## src/rtl/uart_rx_ctrl_if.sv

```systemverilog
// Receive-side character handshake and status pulses between the UART receiver
// and its consumer (receive FIFO or RAM writer).
interface uart_rx_ctrl_if #(
  parameter int unsigned DATA_WIDTH = 8
) ();
  logic [DATA_WIDTH-1:0] rx_data;
  logic                  rx_valid;
  logic                  rx_ack;
  logic                  rx_frame_err;
  logic                  rx_overrun;
  logic                  rx_busy;

  modport master (
    output rx_data,
    output rx_valid,
    output rx_frame_err,
    output rx_overrun,
    output rx_busy,
    input  rx_ack
  );

  modport slave (
    input  rx_data,
    input  rx_valid,
    input  rx_frame_err,
    input  rx_overrun,
    input  rx_busy,
    output rx_ack
  );
endinterface

```

## src/rtl/uart_rx_ctrl.sv

```systemverilog
// UART receiver: 2-flop RXD synchroniser, start/data/stop framing FSM with mid-bit
// sampling, held valid/ack output register, frame-error and overrun pulses.
module uart_rx_ctrl #(
  parameter int unsigned DATA_WIDTH   = 8,
  parameter int unsigned CLKS_PER_BIT = 868
) (
  input  logic           CLK,
  input  logic           RST_N,
  input  logic           RXD,
  uart_rx_ctrl_if.master rx
);

  localparam int unsigned CntW = $clog2(CLKS_PER_BIT);
  localparam int unsigned IdxW = (DATA_WIDTH > 1) ? $clog2(DATA_WIDTH) : 1;
  localparam logic [CntW-1:0] HalfLast = CntW'(CLKS_PER_BIT / 2 - 1);
  localparam logic [CntW-1:0] BitLast  = CntW'(CLKS_PER_BIT - 1);
  localparam logic [IdxW-1:0] IdxLast  = IdxW'(DATA_WIDTH - 1);

  typedef enum logic [2:0] {StIdle, StStart, StData, StStop, StBreak} state_e;

  state_e                state_q, state_d;
  logic [1:0]            sync_q;
  logic [CntW-1:0]       cnt_q, cnt_d;
  logic [IdxW-1:0]       idx_q, idx_d;
  logic [DATA_WIDTH-1:0] shift_q, shift_d;
  logic [DATA_WIDTH-1:0] data_q, data_d;
  logic                  valid_q, valid_d;
  logic                  ferr_q, ferr_d;
  logic                  ovr_q, ovr_d;
  logic                  rxd_s;
  logic                  expire;

  assign rxd_s = sync_q[1];

  always_comb begin
    state_d = state_q;
    cnt_d   = cnt_q;
    idx_d   = idx_q;
    shift_d = shift_q;
    data_d  = data_q;
    valid_d = valid_q;
    ferr_d  = 1'b0;
    ovr_d   = 1'b0;
    expire  = (state_q == StStart) ? (cnt_q == HalfLast) : (cnt_q == BitLast);

    if (valid_q && rx.rx_ack) begin
      valid_d = 1'b0;
    end

    cnt_d = expire ? '0 : cnt_q + 1'b1;

    case (state_q)
      StIdle: begin
        cnt_d = '0;
        if (!rxd_s) begin
          state_d = StStart;
        end
      end
      StStart: begin
        if (expire) begin
          idx_d   = '0;
          state_d = rxd_s ? StIdle : StData;
        end
      end
      StData: begin
        if (expire) begin
          shift_d = {rxd_s, shift_q[DATA_WIDTH-1:1]};
          idx_d   = idx_q + 1'b1;
          if (idx_q == IdxLast) begin
            state_d = StStop;
          end
        end
      end
      StStop: begin
        // Leave mid-stop-bit so a back-to-back start edge is caught right away.
        if (expire) begin
          if (rxd_s) begin
            if (!valid_q || rx.rx_ack) begin
              data_d  = shift_q;
              valid_d = 1'b1;
            end else begin
              ovr_d = 1'b1;
            end
            state_d = StIdle;
          end else begin
            ferr_d  = 1'b1;
            state_d = StBreak;
          end
        end
      end
      StBreak: begin
        cnt_d = '0;
        if (rxd_s) begin
          state_d = StIdle;
        end
      end
      default: begin
        cnt_d   = '0;
        state_d = StIdle;
      end
    endcase
  end

  always_ff @(posedge CLK or negedge RST_N) begin
    if (!RST_N) begin
      state_q <= StIdle;
      sync_q  <= 2'b11;
      cnt_q   <= '0;
      idx_q   <= '0;
      shift_q <= '0;
      data_q  <= '0;
      valid_q <= 1'b0;
      ferr_q  <= 1'b0;
      ovr_q   <= 1'b0;
    end else begin
      state_q <= state_d;
      sync_q  <= {sync_q[0], RXD};
      cnt_q   <= cnt_d;
      idx_q   <= idx_d;
      shift_q <= shift_d;
      data_q  <= data_d;
      valid_q <= valid_d;
      ferr_q  <= ferr_d;
      ovr_q   <= ovr_d;
    end
  end

  assign rx.rx_data      = data_q;
  assign rx.rx_valid     = valid_q;
  assign rx.rx_frame_err = ferr_q;
  assign rx.rx_overrun   = ovr_q;
  assign rx.rx_busy      = (state_q != StIdle);

endmodule

```

## src/flat_wrapper.sv

```systemverilog
// flat-port wrapper written by rule: the top's interface ports become plain ports
module uart_rx_ctrl_flat 
#(
  parameter int unsigned DATA_WIDTH   = 8,
  parameter int unsigned CLKS_PER_BIT = 868
)
  (CLK, RST_N, RXD, rx_rx_data, rx_rx_valid, rx_rx_frame_err, rx_rx_overrun, rx_rx_busy, rx_rx_ack);
  uart_rx_ctrl_if #(.DATA_WIDTH(DATA_WIDTH)) rx_i ();
  input  logic CLK;
  input  logic RST_N;
  input  logic RXD;
  output wire logic [$bits(rx_i.rx_data)-1:0] rx_rx_data;
  output wire logic [$bits(rx_i.rx_valid)-1:0] rx_rx_valid;
  output wire logic [$bits(rx_i.rx_frame_err)-1:0] rx_rx_frame_err;
  output wire logic [$bits(rx_i.rx_overrun)-1:0] rx_rx_overrun;
  output wire logic [$bits(rx_i.rx_busy)-1:0] rx_rx_busy;
  input wire logic [$bits(rx_i.rx_ack)-1:0] rx_rx_ack;
  assign rx_rx_data = rx_i.rx_data;
  assign rx_rx_valid = rx_i.rx_valid;
  assign rx_rx_frame_err = rx_i.rx_frame_err;
  assign rx_rx_overrun = rx_i.rx_overrun;
  assign rx_rx_busy = rx_i.rx_busy;
  assign rx_i.rx_ack = rx_rx_ack;
  uart_rx_ctrl #(.DATA_WIDTH(DATA_WIDTH), .CLKS_PER_BIT(CLKS_PER_BIT)) u_core (.CLK(CLK), .RST_N(RST_N), .RXD(RXD), .rx(rx_i));
endmodule
```

## config.mk

```make
export PLATFORM = sky130hd
export DESIGN_NAME = uart_rx_ctrl_flat
export DESIGN_NICKNAME = d
export VERILOG_FILES = /design/src/rtl/uart_rx_ctrl_if.sv /design/src/rtl/uart_rx_ctrl.sv /design/src/flat_wrapper.sv
export SDC_FILE = /design/constraint.sdc
export NUM_CORES = 1
export LEC_CHECK = 0
export ABC_AREA = 1
export ABC_CLOCK_PERIOD_IN_PS = 1900
export CELL_PAD_IN_SITES_DETAIL_PLACEMENT = 0
export CELL_PAD_IN_SITES_GLOBAL_PLACEMENT = 2
export CORE_ASPECT_RATIO = 0.7
export CORE_MARGIN = 1.5
export CORE_UTILIZATION = 23
export DETAILED_ROUTE_END_ITERATION = 12
export GPL_ROUTABILITY_DRIVEN = 1
export PLACE_DENSITY_LB_ADDON = 0.12
export SYNTH_ARGS = -nofsm -noshare
export SYNTH_HDL_FRONTEND = slang
export SYNTH_SLANG_ARGS = --single-unit
```

## constraint.sdc

```tcl
create_clock -name CLK -period 1.9 [get_ports CLK]
set_input_delay 0.285 -clock CLK [delete_from_list [all_inputs] [get_ports CLK]]
set_output_delay 0.285 -clock CLK [all_outputs]
set_load 0.01 [all_outputs]
```

==> results_dict.tcl <==
set metrics [dict create \
    drv_slew 0 \
    dpl.hpwl_um 2840 \
    leakage_nw 1.06 \
    fin_crit_sh_pct 83.5 \
    worst-path-buf-inv 1 \
    grt_pass1_vias 1246 \
    area_growth_pct 20.1 \
    clk_pin_slew_ns 0.08 \
    crit_path_start_kind "register" \
    clock_skew_ns 0.00635 \
    vias 1297 \
    crit_chain "inv_1 -> nand2_1 -> nor2_1 -> nand2_2 -> nand2_2 -> nand2_2 -> nor2_4 -> nand2_2 -> nand2_1 -> o21ai_1" \
    io_pins 16 \
    layout.cells.most_common_list "nand2_1 (63), dfrtp_1 (34), nor2_1 (20)" \
    relSlewSlack_pct 67.8 \
    fin_hold_ws_ns 0.0425 \
    setup_tns_ns 0 \
    via_per_inst 4.04 \
    clock_path_buffers 2 \
    clkSinkCount 37 \
    ctsHtreeMaxLevel 2 \
    rsz0062_at_grt "false" \
    r2r_cells 10 \
    grt_max_degree 38 \
    critical_path.max_fanout 11 \
    cp_slowest_cell "dfrtp_1" \
    grt_usage_pct 10.2 \
    drtAntennaViolNets 0 \
    yosys_warnings 0 \
    crit_arrival_ns 1.76 \
    placed_cell_area_sq_um 2050 \
    seq_area_frac_synth_pct 51.8 \
    wl_um 3810 \
    crit_family "simple AND/OR/NAND/NOR gates" \
    die_h_um 76.8 \
    drc 0 \
    max_freq_ghz 0.631 \
    crit_required_ns 2.08 \
    drt-pass1-iter-count 4 \
    cts_root_buf "clkbuf_8" \
    grt_overflow 0 \
    avgSynthCellArea_sq_um 9.00 \
    status "finished clean" \
    synth_area_sq_um 1790 \
    min_path_type "input port to asynchronous set/reset pin" \
    min_period_ns 1.59 \
    peakVddDrop_mv 0.248 \
    final_area_sq_um 2150 \
    hold_violations 0 \
    rrSetupSlack_ns 0.31 \
    crit_top_cell "nand2_2" \
    numCtsBuffers 5 \
    worst_pin_slew_ns 0.482 \
    row_count 26 \
    finalSetupViolations 0 \
    ys_types 28 \
    drt_iter0_markers 36 \
    clock_latency_ns 0.28 \
    power.density_nw_per_um2 630 \
    drive_gt1_share_pct 18.4 \
    cp_slowest_stage_delay_ns 0.42 \
    syn-instance-count 199 \
    worstReg2RegStart "u_core.cnt_q[4]$_DFF_PN0_" \
    grt_pass1_wl_um 6420 \
    cts_tree "built" \
    port_buffers 15 \
    wire_per_inst_um 11.9 \
    gp_congestion 0.762 \
    ys_ff_latch 37 \
    cp.depth 10 \
    core-area_sq_um 7420 \
    mappedNetlistNets 206 \
    die_area_sq_um 8340 \
    antenna_found_initial 0 \
    antenna_cells 0 \
    post-place-ws_ns 0.302 \
    crit_path_end_kind "register" \
    worstSetupPathType "register to register" \
    layout_commonest_cell "nand2_1" \
    start_util_pct 24.2 \
    nets 229 \
    die_x_um 108 \
    timing.final.ws_setup_ns 0.314 \
    rr_endpoint "u_core.shift_q[6]$_DFFE_PN0P_" \
    cap_violations 0 \
]
## repair_timing
action | CTS | global route
buffers inserted | 0 | 2
endpoints found under the setup margin | 0 | 1
hold buffers | 0 | 0
gates resized for setup | 0 | 2
## metal layers
metal | global-route usage (%) | share of wire [%] | up-vias | routed length [um]
met2 | 13.2 | 37 | 18 | 1430
met1 | 15.7 | 57 | 604 | 2190
met5 | 0 | 0 | - | 0
li1 | - | - | 670 | -
met4 | 3.16 | 0.97 | 0 | 37
met3 | 3.06 | 4.0 | 5 | 154
## report_power, final
part / leakage [nW] / switching, W / internal, W
logic: 0.527 / 0.0000176 / 0.00000627
registers: 0.494 / 0.00000201 / 0.000791
clock network: 0.0439 / 0.000286 / 0.000253
## Yosys cell counts (all sizes together)
cell / number / share of area, %
a21oi: 2 / 0.56
buf: 3 / 1.5
dfrtp: 35 / 49
dfstp: 2 / 2.9
ha: 3 / 2.1
inv: 20 / 4.2
nand2: 73 / 18
nand3: 10 / 3.8
nand3b: 1 / 0.42
nand4: 11 / 4.7
nor2: 24 / 7.2
nor3: 3 / 1.1
o21ai: 4 / 1.3
or2: 1 / 0.35
xnor2: 2 / 0.98
xor2: 5 / 2.4
## final cells by class
type                       instances  area (sq um)
inverter                          20          75.1
fill                             804          5270
clock buffer                       5          68.8
clock inverter                     3          17.5
sequential                        37           930
timing repair buffer              19           178
multi-input combinational        139           761
tap                               98           123
## worst reg2reg max path, cell delays in order (launching register included)
cell and delay [ns]:
dfrtp_1 0.42, inv_1 0.09, nand2_1 0.05, nor2_1 0.11
nand2_2 0.07, nand2_2 0.09, nand2_2 0.07, nor2_4 0.24
nand2_2 0.18, nand2_1 0.09, o21ai_1 0.06
## kinds of logic after synthesis
family | count (synthesis) | share of synthesized area, %
buf+inv | 23 | 5.73
simple gates | 123 | 35.1
fa+ha+maj | 3 | 2.10
compound gates | 6 | 1.89
xor+xnor | 7 | 3.42
flops | 37 | 51.8
## flip-flops by register name, summed over array words and instances (netlist names)
name                    cells
u_core.rx.rx_valid          1
u_core.rx.rx_overrun        1
u_core.sync_q               2
u_core.rx.rx_frame_err      1
u_core.idx_q                3
u_core.shift_q              8
u_core.rx.rx_data           8
u_core.state_q              3
u_core.cnt_q               10
## stage by stage
step           util, %  std cells  power [W]
2_1_floorplan        -        199   0.000810
3_3_place_gp      27.6        311   0.000833
3_5_place_dp      27.6        311   0.000834
4_1_cts           28.8        319    0.00139
5_1_grt           29.0        321    0.00143
6_report          29.0        321    0.00136
## how the worst max path moves through the flow
stage,from,to,slack (ns)
global placement,u_core.cnt_q[2]$_DFF_PN0_,u_core.idx_q[0]$_DFFE_PN0P_,0.34
CTS,u_core.state_q[1]$_DFFE_PN0P_,rx_rx_busy,0.03
detailed placement,u_core.state_q[1]$_DFFE_PN0P_,u_core.shift_q[6]$_DFFE_PN0P_,0.30
finish,u_core.cnt_q[4]$_DFF_PN0_,u_core.shift_q[6]$_DFFE_PN0P_,0.31
global route,u_core.cnt_q[2]$_DFF_PN0_,u_core.shift_q[6]$_DFFE_PN0P_,0.12
floorplan,u_core.cnt_q[4]$_DFF_PN0_,u_core.idx_q[0]$_DFFE_PN0P_,0.59
(Power assumes the default switching activity.)
